==> src/rtl/arith_mult_cst_solinas2_pkg.sv <==
// Latency query for the constant multiplier so users can size credits and
// align timing without knowing its internal stage count.
package arith_mult_cst_solinas2_pkg;

    localparam int MULT_STAGES = 2;

    function automatic int get_latency();
        return MULT_STAGES;
    endfunction

endpackage

==> src/rtl/arith_mult_cst_arbiter_pkg.sv <==
// Shared sizing and the grant picker for arith_mult_cst_arbiter.
// ARITH_MULT_CST_ARB_RR_EN (used by the top) selects round-robin over fixed priority.
package arith_mult_cst_arbiter_pkg;

    localparam int               NB_REQ    = 4;
    localparam int               IN_W      = 17;
    localparam int               CST_W     = 35;
    localparam int               Z_W       = IN_W + CST_W;
    localparam logic [CST_W-1:0] CST       = 35'h7_FC00_0001;
    localparam int               IN_PIPE   = 1;
    localparam int               RES_DEPTH = 4;
    localparam int               REQ_W     = $clog2(NB_REQ);
    localparam int               CRED_W    = $clog2(RES_DEPTH + 1);
    localparam int               LAT       = arith_mult_cst_solinas2_pkg::get_latency() + IN_PIPE;
    localparam logic [REQ_W-1:0] RST_SIDE  = REQ_W'(1);

    typedef logic [REQ_W-1:0] req_idx_t;

    // Scan from the far end back toward ptr so the closest eligible index wins.
    function automatic logic [NB_REQ-1:0] rr_pick(input logic [NB_REQ-1:0] vld_mask,
                                                  input req_idx_t ptr);
        logic [NB_REQ-1:0] gnt;
        int                idx;
        gnt = '0;
        for (int k = NB_REQ - 1; k >= 0; k--) begin
            idx = (int'(ptr) + k) % NB_REQ;
            if (vld_mask[idx]) begin
                gnt      = '0;
                gnt[idx] = 1'b1;
            end
        end
        return gnt;
    endfunction

endpackage

==> src/rtl/arith_mult_cst_arb_fifo.sv <==
// Per-requester result FIFO plus the credit counter that reserves its slots
// at grant time, so a write can never find the FIFO full.
module arith_mult_cst_arb_fifo
    import arith_mult_cst_arbiter_pkg::*;
(
    input  logic           clk,
    input  logic           s_rst,
    input  logic           wr,
    input  logic [Z_W-1:0] wr_data,
    input  logic           rd,
    input  logic           take,
    output logic [Z_W-1:0] rd_data,
    output logic           empty,
    output logic           has_credit
);

    localparam int PTR_W = (RES_DEPTH > 1) ? $clog2(RES_DEPTH) : 1;

    logic [Z_W-1:0]    mem [RES_DEPTH];
    logic [PTR_W-1:0]  wr_ptr;
    logic [PTR_W-1:0]  rd_ptr;
    logic [CRED_W-1:0] count;
    logic [CRED_W-1:0] credit;

    function automatic logic [PTR_W-1:0] ptr_inc(input logic [PTR_W-1:0] p);
        return (p == PTR_W'(RES_DEPTH - 1)) ? '0 : p + PTR_W'(1);
    endfunction

    always_ff @(posedge clk) begin
        if (wr) mem[wr_ptr] <= wr_data;
    end

    always_ff @(posedge clk) begin
        if (s_rst) begin
            wr_ptr <= '0;
            rd_ptr <= '0;
            count  <= '0;
            credit <= CRED_W'(RES_DEPTH);
        end else begin
            if (wr) wr_ptr <= ptr_inc(wr_ptr);
            if (rd) rd_ptr <= ptr_inc(rd_ptr);
            if (wr && !rd)      count <= count + CRED_W'(1);
            else if (rd && !wr) count <= count - CRED_W'(1);
            if (take && !rd)      credit <= credit - CRED_W'(1);
            else if (rd && !take) credit <= credit + CRED_W'(1);
        end
    end

    assign rd_data    = mem[rd_ptr];
    assign empty      = (count == '0);
    assign has_credit = (credit != '0);

endmodule

==> src/rtl/arith_mult_cst_solinas2.sv <==
// Exact a*CST multiplier: optional input register, then two stages (split
// partial products, then recombine). A side tag travels alongside each operand.
module arith_mult_cst_solinas2
    import arith_mult_cst_solinas2_pkg::*;
#(
    parameter int                IN_W     = 17,
    parameter int                CST_W    = 35,
    parameter logic [CST_W-1:0]  CST      = 35'h7_FC00_0001,
    parameter int                IN_PIPE  = 1,
    parameter int                SIDE_W   = 2,
    parameter logic [SIDE_W-1:0] RST_SIDE = '0
) (
    input  logic                  clk,
    input  logic                  s_rst_n,
    input  logic                  in_avail,
    input  logic [IN_W-1:0]       in_a,
    input  logic [SIDE_W-1:0]     in_side,
    output logic                  out_avail,
    output logic [IN_W+CST_W-1:0] out_z,
    output logic [SIDE_W-1:0]     out_side
);

    localparam int LO_W = CST_W / 2;
    localparam int HI_W = CST_W - LO_W;
    localparam int PL_W = IN_W + LO_W;
    localparam int PH_W = IN_W + HI_W;
    localparam int Z_W  = IN_W + CST_W;
    localparam logic [LO_W-1:0] CST_LO = CST[LO_W-1:0];
    localparam logic [HI_W-1:0] CST_HI = CST[CST_W-1:LO_W];

    logic              p_vld;
    logic [IN_W-1:0]   p_a;
    logic [SIDE_W-1:0] p_side;

    if (IN_PIPE != 0) begin : g_in_pipe
        always_ff @(posedge clk) begin
            if (!s_rst_n) begin
                p_vld  <= 1'b0;
                p_a    <= '0;
                p_side <= RST_SIDE;
            end else begin
                p_vld  <= in_avail;
                p_a    <= in_a;
                p_side <= in_side;
            end
        end
    end else begin : g_no_pipe
        assign p_vld  = in_avail;
        assign p_a    = in_a;
        assign p_side = in_side;
    end

    logic              s1_vld;
    logic [SIDE_W-1:0] s1_side;
    logic [PL_W-1:0]   s1_lo;
    logic [PH_W-1:0]   s1_hi;

    always_ff @(posedge clk) begin
        if (!s_rst_n) begin
            s1_vld    <= 1'b0;
            s1_side   <= RST_SIDE;
            s1_lo     <= '0;
            s1_hi     <= '0;
            out_avail <= 1'b0;
            out_side  <= RST_SIDE;
            out_z     <= '0;
        end else begin
            s1_vld    <= p_vld;
            s1_side   <= p_side;
            s1_lo     <= PL_W'(p_a) * PL_W'(CST_LO);
            s1_hi     <= PH_W'(p_a) * PH_W'(CST_HI);
            // a*CST = (a*CST_HI << LO_W) + a*CST_LO
            out_avail <= s1_vld;
            out_side  <= s1_side;
            out_z     <= {s1_hi, {LO_W{1'b0}}} + Z_W'(s1_lo);
        end
    end

endmodule

==> src/rtl/arith_mult_cst_arbiter.sv <==
// Shares one constant multiplier among NB_REQ requesters with credit-backed result FIFOs.
// ARITH_MULT_CST_ARB_RR_EN defined: round-robin grant; undefined: lowest index wins.
module arith_mult_cst_arbiter
    import arith_mult_cst_arbiter_pkg::*;
(
    input  logic                   clk,
    input  logic                   s_rst,
    input  logic [NB_REQ-1:0]      in_vld,
    input  logic [NB_REQ*IN_W-1:0] in_a,
    output logic [NB_REQ-1:0]      in_rdy,
    output logic [NB_REQ-1:0]      out_vld,
    output logic [NB_REQ*Z_W-1:0]  out_z,
    input  logic [NB_REQ-1:0]      out_rdy
);

    logic [NB_REQ-1:0] has_credit;
    logic [NB_REQ-1:0] fifo_empty;
    logic [NB_REQ-1:0] eligible;
    logic [NB_REQ-1:0] grant;
    logic              mult_vld;
    logic [IN_W-1:0]   mult_a;
    req_idx_t          mult_side;
    logic              prod_vld;
    logic [Z_W-1:0]    prod_z;
    req_idx_t          prod_side;

    // Nothing is accepted while reset is held, so no credit is spent on a discarded operand.
    assign eligible = in_vld & has_credit & {NB_REQ{~s_rst}};

`ifdef ARITH_MULT_CST_ARB_RR_EN
    req_idx_t rr_ptr;

    assign grant = rr_pick(eligible, rr_ptr);

    always_ff @(posedge clk) begin
        if (s_rst) begin
            rr_ptr <= '0;
        end else if (mult_vld) begin
            rr_ptr <= (mult_side == REQ_W'(NB_REQ - 1)) ? '0 : mult_side + REQ_W'(1);
        end
    end
`else
    assign grant = rr_pick(eligible, '0);
`endif

    assign in_rdy   = grant;
    assign mult_vld = |grant;

    always_comb begin
        mult_a    = '0;
        mult_side = '0;
        for (int i = 0; i < NB_REQ; i++) begin
            if (grant[i]) begin
                mult_a    = in_a[i*IN_W +: IN_W];
                mult_side = REQ_W'(i);
            end
        end
    end

    arith_mult_cst_solinas2 #(
        .IN_W     (IN_W),
        .CST_W    (CST_W),
        .CST      (CST),
        .IN_PIPE  (IN_PIPE),
        .SIDE_W   (REQ_W),
        .RST_SIDE (RST_SIDE)
    ) u_mult (
        .clk       (clk),
        .s_rst_n   (~s_rst),
        .in_avail  (mult_vld),
        .in_a      (mult_a),
        .in_side   (mult_side),
        .out_avail (prod_vld),
        .out_z     (prod_z),
        .out_side  (prod_side)
    );

    for (genvar i = 0; i < NB_REQ; i++) begin : g_req
        logic [Z_W-1:0] head;

        arith_mult_cst_arb_fifo u_fifo (
            .clk        (clk),
            .s_rst      (s_rst),
            .wr         (prod_vld && (prod_side == REQ_W'(i))),
            .wr_data    (prod_z),
            .rd         (out_vld[i] & out_rdy[i]),
            .take       (grant[i]),
            .rd_data    (head),
            .empty      (fifo_empty[i]),
            .has_credit (has_credit[i])
        );

        assign out_vld[i]             = ~fifo_empty[i];
        assign out_z[i*Z_W +: Z_W]    = fifo_empty[i] ? '0 : head;
    end

endmodule
==> config.mk <==
export PLATFORM = sky130hd
export DESIGN_NAME = arith_mult_cst_arbiter
export DESIGN_NICKNAME = d
export VERILOG_FILES = /design/src/rtl/arith_mult_cst_solinas2_pkg.sv /design/src/rtl/arith_mult_cst_arbiter_pkg.sv /design/src/rtl/arith_mult_cst_arb_fifo.sv /design/src/rtl/arith_mult_cst_solinas2.sv /design/src/rtl/arith_mult_cst_arbiter.sv
export SDC_FILE = /design/constraint.sdc
export NUM_CORES = 1
export LEC_CHECK = 0
export CORE_ASPECT_RATIO = 1.5
export CORE_UTILIZATION = 25
export CTS_CLUSTER_SIZE = 10
export DETAILED_ROUTE_END_ITERATION = 7
export PLACE_DENSITY = 0.48
export SYNTH_ARGS = -nofsm -noshare
export SYNTH_HDL_FRONTEND = slang
export SYNTH_SLANG_ARGS = --single-unit
==> constraint.sdc <==
create_clock -name clk -period 5.9 [get_ports clk]
set_clock_uncertainty 0.05 [all_clocks]
set_input_delay 1.475 -clock clk [delete_from_list [all_inputs] [get_ports clk]]
set_output_delay 1.475 -clock clk [all_outputs]
set_load 0.02 [all_outputs]
==> summary by stage, run 1 <==
Die
The die boundary height is 458 um. For this configuration, the core starts out at a cell density of 25.3%. The total area inside the core boundary comes to 137000 um^2. The die covers 140000 um^2. After floorplanning, the core was divided into 166 placement rows. The width of the chip is 306 um. During I/O placement, the number of pins put on the boundary was 294.

STA
The number of failing hold endpoints at the final stage is 0. At the pin with the least slew margin, the transition time is 1190 ps. The clock period minus worst slack is 4880 ps. The setup TNS after final layout is 0 ps.

The final setup violation count is 0. The final max-slew violation count is 0. Dividing the final minimum period by the clock period gives 82.7%.

Headroom to the max-slew limit came out at 20.9%. Setup repair after global routing left no endpoint under its margin. For this run, the top clock speed supported by timing is 205 MHz.

Cells and area
The signed area change from the synthesized netlist to the final layout is 20.9%. In the layout the commonest cells are edfxtp_1, clkdlybuf4s50_1, mux4_2, and2_1, dfxtp_1. The area of combinational cells with multiple inputs is 10200 um^2. The area taken by flip-flops and latches is 23400 um^2. The count of nets after finishing is 2528. Leaving out fill and tap cells, the most frequent cell in the layout is edfxtp_1. The fill cell instance count of the final layout is 13300. In the final layout, the share of cells above drive strength 1 is 14.8%.

Yosys
The synthesized netlist cell count is 2012. The netlist area before placement is 34600 um^2. Counting flops with an async set or reset pin after synthesis yields a share of 0%. edfxtp_1 takes more of the synthesized area than any other cell. Ranked by total cell area, the synthesized netlist is headed by edfxtp_1, mux4_2, dfxtp_1, fa_1, and2_1. The leading register cell type out of synthesis is edfxtp_1.

The share of synthesized area in the top cell type comes to 58.3%. The average instance in the mapped netlist occupies 17.2 um^2. Counting flops with a built-in enable in the synthesized netlist gives 672. The number of synthesized register bits is 830. Sequential elements use 67.4% of the synthesized area. In this run, distinct cell masters in the synthesized netlist total 64.

The number of warnings issued by yosys is 0.

Clock tree
In this run the deepest clock path goes through 3 buffers. The clock tree from TritonCTS is built. The latest clock arrival within the worst-skew pair is 670 ps. CTS placed an instance of clkbuf_16 at the clock tree root. The clock slew seen by the registers of the worst setup and hold paths is 60 ps. Counting every sink on the clock net gives 830.

The number of buffers inserted for hold repair after clock tree synthesis is 0. The number of buffers created by CTS is 94. The CTS H-tree depth is 3.

The number of gates resized after CTS is 0. Post-CTS timing repair inserted 0 buffers for setup.

Drt
In the routed design, unresolved DRC markers number 0. The detailed-route via count is 17900. The final routed wirelength across all metal layers is 91.7 mm.

The total iterations of the first detailed-routing run is 5. The via-per-instance ratio is 4.35. The detail route stage leaves a number of antenna-violating nets equal to 0. After detailed routing, the average wire length per cell comes to 22.2 um.

After the first detailed-routing iteration, the DRC count stood at 1031.

Power and ir drop
IR analysis of the VDD net gives a maximum drop of 471 uV. For this design the ratio of total power to cell area is 590 nW/um^2. The static leakage is 14.2 nW.

The post-layout total power is 24.7 mW.

Critical path
In this run the register-to-register setup slack is 1020 ps. The launch point of the critical path is u_mult.p_a[6]. The worst setup path is captured at a flip-flop.

For the worst setup path, the data arrival time is 5380 ps. In this run the worst setup path terminates at u_mult.s1_hi[27]. The cell count of the worst reg-to-reg path is 15.

The capture point of the worst reg-to-reg path is u_mult.s1_hi[27]. STA classifies the critical path startpoint as a flip-flop. The critical path start-end classification is reg -> reg. STA puts the critical path data required time at 6400 ps. Of all nets on the critical path, the largest fanout is 4.

The startpoint of the lowest-slack register-to-register path is u_mult.p_a[6].

Worst hold path
The worst hold path belongs to the class reg -> reg. The startpoint identified for the worst hold timing path is u_mult.p_side[0].

Global route
For this run, the total global-route usage over all layers was measured as 13.2%. The largest net degree at the start of global routing is 93. For this run the aggregate overflow at the end of global routing stands at 0. The number of global-route vias before repair was 19600. The global-route wire length before repair is 133 mm.

The initial antenna violation count is 10.

Run
The number of max-capacitance violations reported is 0.

Place
Detailed placement ended at an HPWL of 59.9 mm. During placement, the flow inserted port buffers numbering 257. Routability-driven placement finished with a final weighted congestion of 0.822.

Run status
The flow ran to the end, and the final reports show no timing, DRC or antenna violations.
[layer usage]
metal	GRT usage, %	vias to the layer above	wire length, um
met1	15.7	9441	37500
met5	0	-	0
met3	2.07	104	3700
li1	-	7924	-
met4	4.35	0	2290
met2	23.9	462	48200
[flip-flops by register name (all words and copies together) (netlist names), 2 cells and up, named ones only]
name	flops
g_req.u_fifo.wr_ptr	8
u_mult.out_z	42
g_req.u_fifo.rd_ptr	8
g_req.u_fifo.count	12
u_mult.s1_lo	16
g_req.u_fifo.mem	672
u_mult.p_a	17
u_mult.s1_hi	26
u_mult.s1_side	2
u_mult.p_side	2
g_req.u_fifo.credit	12
u_mult.out_side	2
[logic make-up after synthesis]
kind of cell | after synthesis | share of synthesized area [%]
AOI/OAI and AO/OA | 131 | 2.86
buffers and inverters | 273 | 3.53
and+or+nand+nor | 408 | 6.61
adders and majority gates | 157 | 7.43
other | 1 | 0.0108
muxes | 182 | 11.4
DFF | 830 | 67.4
xor gates and xnor gates | 30 | 0.759
[critical path: stages (launching register included)]
cell and delay [ps]:
dfxtp_1 400, inv_1 100, fa_1 580, inv_1 100
fa_1 490, fa_1 550, inv_1 50, fa_1 470
inv_1 40, ha_1 350, a21o_1 230, a21oi_2 260
a2111oi_4 140, or2_1 270, a311oi_1 320, mux2_1 360
[power breakdown]
| group | switching, mW | internal (mW) | total (mW) |
|---|---|---|---|
| clock | 2.23 | 3.10 | 5.33 |
| sequential | 0.723 | 6.81 | 7.54 |
| combinational | 6.71 | 5.12 | 11.8 |
| total | 9.66 | 15.0 | 24.7 |
[metrics by stage]
stage | std cells | area (um^2) | worst slack [ps] | hold WS (ps) | util (%)
global placement | 3961 | 39100 | 991 | 362 | 28.6
global route | 4120 | 41800 | 751 | 382 | 30.6
floorplan | 2047 | 34800 | 1360 | 339 | -
detailed placement | 3961 | 39100 | 969 | 350 | 28.6
finish | 4122 | 41800 | 1020 | 360 | 30.6
CTS | 4119 | 41800 | 965 | 363 | 30.6
[cell type report]
| type | count | area share, % |
|---|---|---|
| antenna | 3 | 0.0179 |
| multi-input combinational | 944 | 24.4 |
| sequential | 830 | 55.8 |
| clock inverter | 7 | 0.197 |
| tap | 1764 | 5.27 |
| timing repair buffer | 285 | 6.64 |
| clock buffer | 151 | 6.36 |
| inverter | 138 | 1.24 |
[synthesized netlist by cell type, drive strengths merged, types with 4 or more instances]
| cell | n |
|---|---|
| a21o | 10 |
| a21oi | 39 |
| a221o | 16 |
| a22o | 15 |
| a22oi | 4 |
| and2 | 184 |
| buf | 70 |
| clkbuf | 65 |
| dfxtp | 158 |
| edfxtp | 672 |
| fa | 81 |
| ha | 76 |
| inv | 138 |
| mux2 | 7 |
| mux2i | 7 |
| mux4 | 168 |
| nand2 | 23 |
| nand3 | 11 |
| nor2 | 79 |
| nor2b | 65 |
| nor3 | 11 |
| o21ai | 17 |
| o311ai | 4 |
| or2 | 6 |
| or3 | 14 |
| xnor2 | 8 |
| xor2 | 22 |
[worst min-delay path by stage]
stage,to,cells past startpoint
after floorplan,u_mult.out_side[0],1
after global placement,u_mult.s1_side[0],1
after detailed placement,u_mult.s1_side[0],1
after CTS,u_mult.s1_side[0],1
after global routing,u_mult.s1_side[0],1
final,u_mult.s1_side[0],1
No activity file was read; power rests on OpenSTA's default activity.
==> run 2: changes to the inputs <==
--- a/config.mk
+++ b/config.mk
@@ -9,7 +9,7 @@
 export CORE_UTILIZATION = 25
 export CTS_CLUSTER_SIZE = 10
 export DETAILED_ROUTE_END_ITERATION = 7
-export PLACE_DENSITY = 0.48
+export PLACE_DENSITY = 0.49
 export SYNTH_ARGS = -nofsm -noshare
 export SYNTH_HDL_FRONTEND = slang
 export SYNTH_SLANG_ARGS = --single-unit
==> constraint.sdc (replaced) <==
create_clock -name clk -period 4.4 [get_ports clk]
set_clock_uncertainty 0.05 [all_clocks]
set_input_delay 1.1 -clock clk [delete_from_list [all_inputs] [get_ports clk]]
set_output_delay 1.1 -clock clk [all_outputs]
set_load 0.02 [all_outputs]
==> run 2 against run 1 <==
  * The flow now finishes with violations (setup timing)
  * Die area unchanged
  * Routed wire length down 0.41%
  * Hold slack better by 14 ps
  * Cell area up 2.4%
  * Critical endpoint is now u_mult.s1_hi[31]
  * Highest routed layer unchanged
  * Utilization up 0.72 points
  * Sequential power up 30%
==> summary by stage, run 2 (synthesis gave the netlist of run 1 again) <==
Place
The number of placed instances, taps included is 4051 (+2.3%). The post-DP HPWL came to 62.0 mm (+3.4%). The count of buffers inserted at the top-level ports came to 257 (unchanged). The routability-driven placement congestion ratio is 0.786 (-4.3%).

Power and ir drop
The total net switching power is 14.2 mW (+47%). The static leakage is 14.7 nW (+3.4%). The switching power as a share of total power is 38.3% (-0.80 points).

The share of total power in combinational logic is 54.3% (+6.4 points). The sequential power share is 26.5% (-4.0 points). The largest voltage drop on the vdd net is 985 uV (+110%).

The power per cell area was 863 nW/um^2 (+46%). The post-layout total power came to 37.0 mW (+50%). The total internal power is 22.8 mW (+52%). The part of the total power dissipated in the clock network is 19.2% (-2.4 points).

Critical path
The capture point of the worst reg-to-reg path is u_mult.s1_hi[31]. The arrival time of the worst setup path is 4980 ps (-400 ps). The launching element type of the critical path is a flip-flop. The setup path with the least slack is of type reg -> reg. The startpoint of the lowest-slack register-to-register path is u_mult.p_a[5].

The critical path endpoint category is a flip-flop. The endpoint required time on the critical path was 4910 ps (-1490 ps). The cell count of the worst reg-to-reg path was 14 (-1). The worst reg-to-reg setup slack was -70 ps (-1090 ps). The top fanout value on the critical path was 4 (unchanged).

Die
The width of the chip is 306 um (unchanged). The die boundary height is 458 um (unchanged). The starting utilization of the core area is 25.3% (unchanged). The die area is 140000 um^2 (unchanged). The row count is 166 (unchanged). The area of the placeable core is 137000 um^2 (unchanged). The I/O pin count was 294 (unchanged).

STA
The maximum clock frequency is 224 MHz (+9.1%). The portion of the clock cycle consumed by the worst path in the final layout came to 102% (+19 points). The final max-slew violation count is 0 (unchanged). Setup repair after global routing could not meet its margin everywhere. The actual slew at the worst max-slew pin came to 1160 ps (-26.6 ps). The number of failing hold endpoints at the final stage is 0 (unchanged). The clock period minus worst slack is 4470 ps (-407 ps). The final setup violation count was 2 (+2). The relative max-transition margin came to 22.7% (+1.8 points). The final critical-path setup slack is -71.3 ps (-1090 ps).

Global route
The global-route wire length before repair is 133 mm (-0.44%). The number of global-route vias before repair is 19900 (+1.6%). The initial antenna violation count is 6 (-4). The all-layer global routing usage is 13.0% (-0.17 points). The leftover overflow at the end of global routing is 0 (unchanged).

The largest net degree at the start of global routing is 77 (-17%).

Clock tree
The CTS H-tree depth is 3 (unchanged). The number of buffers created by CTS was 94 (unchanged). The latest clock arrival within the worst-skew pair was 680 ps (about the same).

In this run the clock root is driven by a clkbuf_16. The clock sink count was 830 (unchanged). TritonCTS built the clock tree. The number of buffers on the longest clock path is 3 (unchanged).

The clock slew seen by the registers of the worst setup and hold paths is 50 ps (about the same). The number of buffers inserted for hold repair after clock tree synthesis came to 0 (unchanged).

Drt
The violation count after the first detailed-route iteration was 1003 (-2.7%). The DRC violation count after routing is 0 (unchanged). The detailed-route via count was 18000 (+0.50%). The average routed wire per standard cell was 21.7 um (-2.5%). The residual antenna-violating net count after detailed routing is 0 (unchanged). The total iterations of the first detailed-routing run was 4 (-1).

The via-per-instance ratio is 4.28 (-1.7%). The final routed wirelength across all metal layers is 91.3 mm (-0.41%).

Cells and area
The count of nets after finishing is 2625 (+3.8%). Compared with the post-synthesis result, the final layout area differs by 23.7%. The library cells used most frequently in the layout, excluding fill and tap cells, are edfxtp_1, clkdlybuf4s50_1, mux4_2, and2_1, dfxtp_1.

The largest register by flop count is g_req.u_fifo.mem. The utilization after layout is 31.3% (+0.72 points). The number of flip-flops in the largest register is 672 (unchanged). The largest registers in the layout are g_req.u_fifo.mem (672), u_mult.out_z (42), u_mult.s1_hi (26). The fraction of layout instances using a drive strength above 1 is 20.6% (+5.8 points). The library cell used most frequently in the layout, excluding fill and tap cells, is edfxtp_1. The post-route non-filler standard cell count is 4212 (+2.2%).

Run status
The run finished, with violations left. The checks that failed: setup timing.

Run
The number of max-capacitance violations reported is 0 (unchanged).

Worst hold path
The startpoint identified for the worst hold timing path is u_mult.s1_side[0]. The instance count along the most critical hold path was 1 (unchanged). The class of the worst hold path is reg -> reg. The end point of the most critical hold path is u_mult.out_side[0].
## run 2: per-layer routing
metal	GRT usage, %	wire, um	vias to the layer above	part of all wire [%]
li1	-	-	8113	-
met1	15.7	38000	9354	42
met2	23.2	47300	432	52
met3	1.96	3200	121	3.5
met4	4.69	2790	0	3.1
met5	0	0	-	0
## run 2: worst max-delay path by stage
| stage | from | to | slack [ps] | depth (start not counted) |
|---|---|---|---|---|
| floorplan | u_mult.p_a[12] | u_mult.s1_hi[32] | 7 | 15 |
| global placement | u_mult.p_a[7] | u_mult.s1_hi[31] | -180 | 14 |
| detailed placement | u_mult.p_a[7] | u_mult.s1_hi[31] | -260 | 14 |
| CTS | u_mult.p_a[5] | u_mult.s1_hi[31] | -130 | 15 |
| global route | u_mult.p_a[4] | u_mult.s1_hi[27] | -240 | 15 |
| finish | u_mult.p_a[5] | u_mult.s1_hi[31] | -70 | 14 |
## run 2: layout make-up
class                           count  area [um^2]
Fill cell                       13300        94000
Sequential cell                   830        23400
Multi-Input combinational cell    944        10400
Timing Repair Buffer              382         3560
Clock buffer                      142         2630
Tap cell                         1764         2210
Inverter                          138          518
Clock inverter                      7         81.3
Antenna cell                        5         12.5
## run 2: stage by stage
| step | area (um^2) | setup TNS [ps] | setup slack (ps) | hold slack [ps] |
|---|---|---|---|---|
| 3_3_place_gp | 39800 | -738 | -182 | 360 |
| 6_report | 42800 | -113 | -71.3 | 373 |
| 3_5_place_dp | 39800 | -1410 | -261 | 360 |
| 2_1_floorplan | 34800 | 0 | 6.56 | 339 |
| 4_1_cts | 42600 | -127 | -127 | 377 |
| 5_1_grt | 42800 | -1070 | -240 | 383 |
## run 2: what timing repair did
action | 4_1_cts | 5_1_grt
hold endpoints to repair | 0 | 0
resized for setup | 29 | 33
pin swaps | 23 | 22
buffers inserted | 1 | 6
endpoints found under the setup margin | 11 | 11
## run 2: power by group through the flow
stage          clock network [mW]  registers [mW]  logic, mW
4_1_cts                      7.33            9.81       19.4
3_5_place_dp                    0            9.97       18.6
6_report                     7.10            9.78       20.1
5_1_grt                      7.58            9.87       22.0
3_3_place_gp                    0            9.92       18.5
2_1_floorplan                   0            9.53       11.5
## run 2: worst max-delay path: stages, from the launching register on
cell       delay (ps)
dfxtp_2           320
buf_4             140
fa_2              460
buf_4             160
fa_1              490
fa_1              520
inv_2              50
fa_1              510
inv_2              50
ha_4              300
o2111ai_4         160
a2111oi_4         480
nor2_2             90
o311ai_2          250
mux2_4            320
==> run 3: changes to the inputs <==
--- a/config.mk
+++ b/config.mk
@@ -5,6 +5,7 @@
 export SDC_FILE = /design/constraint.sdc
 export NUM_CORES = 1
 export LEC_CHECK = 0
+export ABC_CLOCK_PERIOD_IN_PS = 4400
 export CORE_ASPECT_RATIO = 1.5
 export CORE_UTILIZATION = 25
 export CTS_CLUSTER_SIZE = 10
==> results of run 3 <==
The final DEF is identical to that of run 2; final timing and power are the same.
==> edit 1, RTL diff (flow settings as in run 1) <==
Change the package constant `RES_DEPTH` from 4 to 8.
--- a/src/rtl/arith_mult_cst_arbiter_pkg.sv
+++ b/src/rtl/arith_mult_cst_arbiter_pkg.sv
@@ -10,3 +10,3 @@
     localparam int               IN_PIPE   = 1;
-    localparam int               RES_DEPTH = 4;
+    localparam int               RES_DEPTH = 8;
     localparam int               REQ_W     = $clog2(NB_REQ);
Formal check against the unedited RTL: same outputs for any inputs over 4 cycles, from zero or initial values and one cycle with s_rst high; that may be too few to reach the edited logic, so the function may still have changed.
==> edit 1 against run 1 <==
  * Register-to-register slack better by 0.14 ns
  * Wire length grew 77%
  * Cell area is 75% higher
  * Area after synthesis up 76%
  * Critical path type is now reg -> out
  * First-iteration DRC count grew 86%
  * Sequential cell count up 692
  * Largest cell class unchanged
  * Global-route usage down 0.11 points
  * Total power rose by 45%
  * Utilization down 0.41 points
  * Setup slack worse by 0.19 ns
==> edit 1: results (changes against run 1) <==
stage;metric;value;unit;change
synth;Synth Area in Compound Gates;1.41;%;was 2.86%
layout;Top Registers;g_req.u_fifo.mem: 1344 flops, u_mult.out_z: 42 flops, u_mult.s1_hi: 26 flops;;was g_req.u_fifo.mem: 672 flops, u_mult.out_z: 42 flops, u_mult.s1_hi: 26 flops
placed_design;HPWL after DPL;99400;um;was 59900 um
synth;count of different cell masters after synthesis;61;;was 64
drt;met1 WL;67400;um;was 37500 um
synth;Post-synth top cells;edfxtp_1 (1344), mux4_2 (336), nor2_1 (278);;was edfxtp_1 (672), and2_1 (184), mux4_2 (168)
pwr;Max rail drop VDD;0.000495;V;was 0.000471 V
worst_setup_path;Max FO, Critical Path;31;;was 4
grt;global-route wire length before repair;231000;um;was 133000 um
placed_design;Placed Area;0.0682;mm2;was 0.0391 mm2
layout;Filler cells;23900;;was 13300
worst_setup_path;Slowest-stage cell, CP;dfxtp_4;;was fa_1
worst_setup_path;largest stage delay on the critical path;0.82;ns;was 0.58 ns
synth;Post-Synth Adder-Cell Area;4.49;%;was 7.43%
drt;WL met3;6560;um;was 3700 um
pwr;clock share of power;26.9;%;was 21.6%
grt;met1 GRT Util;16.2;%;was 15.7%
timing;measured slew at the worst slew-check pin;1.15;ns;was 1.19 ns
cts;CTS H-Tree Depth;4;;was 3
grt;initial antenna violation count;12;;was 10
synth;Mapped Cells;3215;;was 2012
synth;share of synthesized area spent on multiplexers;15.6;%;was 11.4%
drt;wire per inst;23.5;um;was 22.2 um
synth;Post-synth EDFFs;1344;;was 672
drt;Routed met2 length;84900;um;was 48200 um
placed_design;pre-CTS setup slack;1.13;ns;was 0.969 ns
synth;post-synthesis xor/xnor area fraction;0.444;%;was 0.759%
drt;first drt pass iteration count;6;;was 5
timing;fmax;0.197;GHz;was 0.205 GHz
grt;met3 Use GR;1.70;%;was 2.07%
layout;Non-Filler Instances;6909;;was 4122
worst_setup_path;Worst Reg-to-Reg Cells;14;;was 15
layout;Final nets;3860;;was 2528
cts;clock latency on the worst-skew pair;0.80;ns;was 0.67 ns
grt;number of global-route vias before repair;32000;;was 19600
pwr;Combinational Power Share;37.3;%;was 47.9%
grt;pin count of the biggest net entering global routing;88;;was 93
layout;Reg area;0.0440;mm2;was 0.0234 mm2
worst_setup_path;R2R Setup Slk;1.16;ns;was 1.02 ns
synth;sequential fraction of the synthesis area;71.9;%;was 67.4%
drt;vias per cell;4.33;;was 4.35
worst_setup_path;RR Endpoint;u_mult.s1_hi[34];;was u_mult.s1_hi[27]
cts;CTS Buffer Depth;4;;was 3
pwr;Leakage;23.5;nW;was 14.2 nW
worst_setup_path;R2R Path Start;u_mult.p_a[12];;was u_mult.p_a[6]
placed_design;placed instance count;6665;;was 3961
outcome;status;completed;;unchanged
timing;Hold Slack;0.361;ns;was 0.360 ns
layout;share of layout cells above drive strength 1;19.2;%;was 14.8%
worst_setup_path;CP arrival;3.55;ns;was 5.38 ns
grt;GRT Resource Usage Total;13.0;%;was 13.2%
edit 1: changes by cell type after synthesis, sizes merged, moves of 11 or more:
cell    before   now
inv        138   149
a22o        15     0
nor3        11    33
nor2        79   278
mux4       168   336
edfxtp     672  1344
buf         70   110
a21oi       39    51
mux2i        7   184
nand2       23    65
a222oi       0    17
a221o       16     1
dfxtp      158   178
and2       184     1
edit 1: final cells by class:
cell class,count,area share (%)
diodes,2,0.00685
clock buffers,235,6.55
clock inverters,7,0.116
inverters,149,0.766
multi-input cells,1396,22.0
flip-flops and latches,1522,60.2
well taps,3233,5.54
repair buffers,365,4.84
edit 1: worst max path at each step:
stage	start	endpoint
floorplan	u_mult.out_side[0]	g_req[1].u_fifo.mem[0][10]
global placement	in_vld[0]	in_rdy[3]
detailed placement	in_vld[0]	in_rdy[3]
CTS	flop	out_z[98]
global route	flop	out_z[98]
finish	flop	out_z[58]
==> edit 2, RTL diff (config.mk and constraints of run 1) <==
Without the edit above. Build with the macro `ARITH_MULT_CST_ARB_RR_EN` defined.
--- a/src/rtl/arith_mult_cst_arbiter.sv
+++ b/src/rtl/arith_mult_cst_arbiter.sv
@@ -2,2 +2,4 @@
 // ARITH_MULT_CST_ARB_RR_EN defined: round-robin grant; undefined: lowest index wins.
+`define ARITH_MULT_CST_ARB_RR_EN
+
 module arith_mult_cst_arbiter
Check against the original RTL: not equivalent (Yosys sat finds a counterexample within 4 cycles, from zero or initial values and one cycle with s_rst high).
==> edit 2 against run 1 <==
  * Global-route usage grew 0.47 points
  * Critical path type is now reg -> out
  * Cell count grew 4.6%
  * Synthesized cell count grew 4.2%
  * Sequential cell count grew 2
  * Register-to-register slack lost 0.37 ns
  * Wire length grew 4.2%
  * Setup slack lost 0.86 ns
  * Die area grew 1.3%
  * Critical endpoint is now in_rdy[0]
  * Cell area grew 1.6%
  * Hold slack gained 0.00094 ns
  * Area after synthesis grew 1.3%
Power is left out: the tool's default activity adds up to more than one toggle a clock period on the data nets, which glitch-free logic cannot reach.
==> edit 2: results (changes against run 1) <==
stage;metric;value;unit;change
drt;first drt pass iteration count;7;;was 5
grt;GRT Resource Usage Total;13.6;%;was 13.2%
cts;CTS Root Cell;clkbuf_16;;unchanged
synth;fraction of registers with async set/reset;0;%;unchanged
worst_setup_path;Slowest-stage cell, CP;dfxtp_1;;was fa_1
floorplan;initial core utilization;25.3;%;about the same
grt;global-route wire length before repair;139000;um;was 133000 um
synth;sequential fraction of the synthesis area;66.7;%;was 67.4%
drt;wire per inst;22.2;um;about the same
synth;Post-synth top cells;edfxtp_1 (672), and2_1 (185), inv_1 (171);;was edfxtp_1 (672), and2_1 (184), mux4_2 (168)
placed_design;placed instance count;4151;;was 3961
synth;count of different cell masters after synthesis;63;;was 64
grt;number of global-route vias before repair;20400;;was 19600
placed_design;Final GP Congestion;0.808;;was 0.822
worst_setup_path;CP delay by family, top;simple AND/OR/NAND/NOR gates;;was adder cells
cts;clock latency on the worst-skew pair;0.68;ns;
layout;share of layout cells above drive strength 1;15.0;%;was 14.8%
worst_setup_path;Max FO, Critical Path;9;;was 4
drt;WL final;95600;um;was 91700 um
drt;vias;18500;;was 17900
placed_design;pre-CTS setup slack;0.308;ns;was 0.969 ns
timing;measured slew at the worst slew-check pin;1.32;ns;was 1.19 ns
synth;Mapped Cells;2097;;was 2012
outcome;status;completed;;unchanged
worst_setup_path;CP arrival;4.21;ns;was 5.38 ns
grt;pin count of the biggest net entering global routing;96;;was 93
[edit 2: kinds of logic after synthesis]
kind of cell / count (synthesis) / share of synthesized area [%]
compound gates: 135 / 2.84
xor+xnor: 32 / 0.799
fa+ha+maj: 164 / 7.63
buf+inv: 303 / 3.78
flops: 832 / 66.7
mux: 175 / 11.0
other cells: 1 / 0.0107
simple gates: 455 / 7.26
[edit 2: final cells by class]
class                      instances  area [um2]
fill                           13600       96000
antenna                            2        5.00
clock buffer                     152        2640
multi-input combinational        997       10500
inverter                         172         646
timing repair buffer             291        2840
clock inverter                     8         123
sequential                       832       23400
tap                             1859        2330
[edit 2: stage by stage]
| step | cell area (um2) | util [%] |
|---|---|---|
| after floorplan | 35200 | - |
| after global placement | 39700 | 28.7 |
| after detailed placement | 39700 | 28.7 |
| after CTS | 42500 | 30.7 |
| after global routing | 42500 | 30.7 |
| final | 42500 | 30.7 |
[edit 2: layer usage]
metal	vias up	GRT usage, %	wire length, um
met5	-	0	0
li1	8200	-	-
met4	0	4.10	2180
met3	115	1.77	3580
met2	512	25.2	50500
met1	9708	16.2	39300
[edit 2: final timing paths]
| check | from | to | slack (ns) | cells after the start |
|---|---|---|---|---|
| max reg2reg | u_mult.p_a[4] | u_mult.s1_hi[34] | 0.65 | 17 |
| min reg2reg | u_mult.p_side[0] | u_mult.s1_side[0] | 0.36 | 1 |
| max | rr_ptr[1] | in_rdy[0] | 0.16 | 9 |
| min | u_mult.p_side[0] | u_mult.s1_side[0] | 0.36 | 1 |
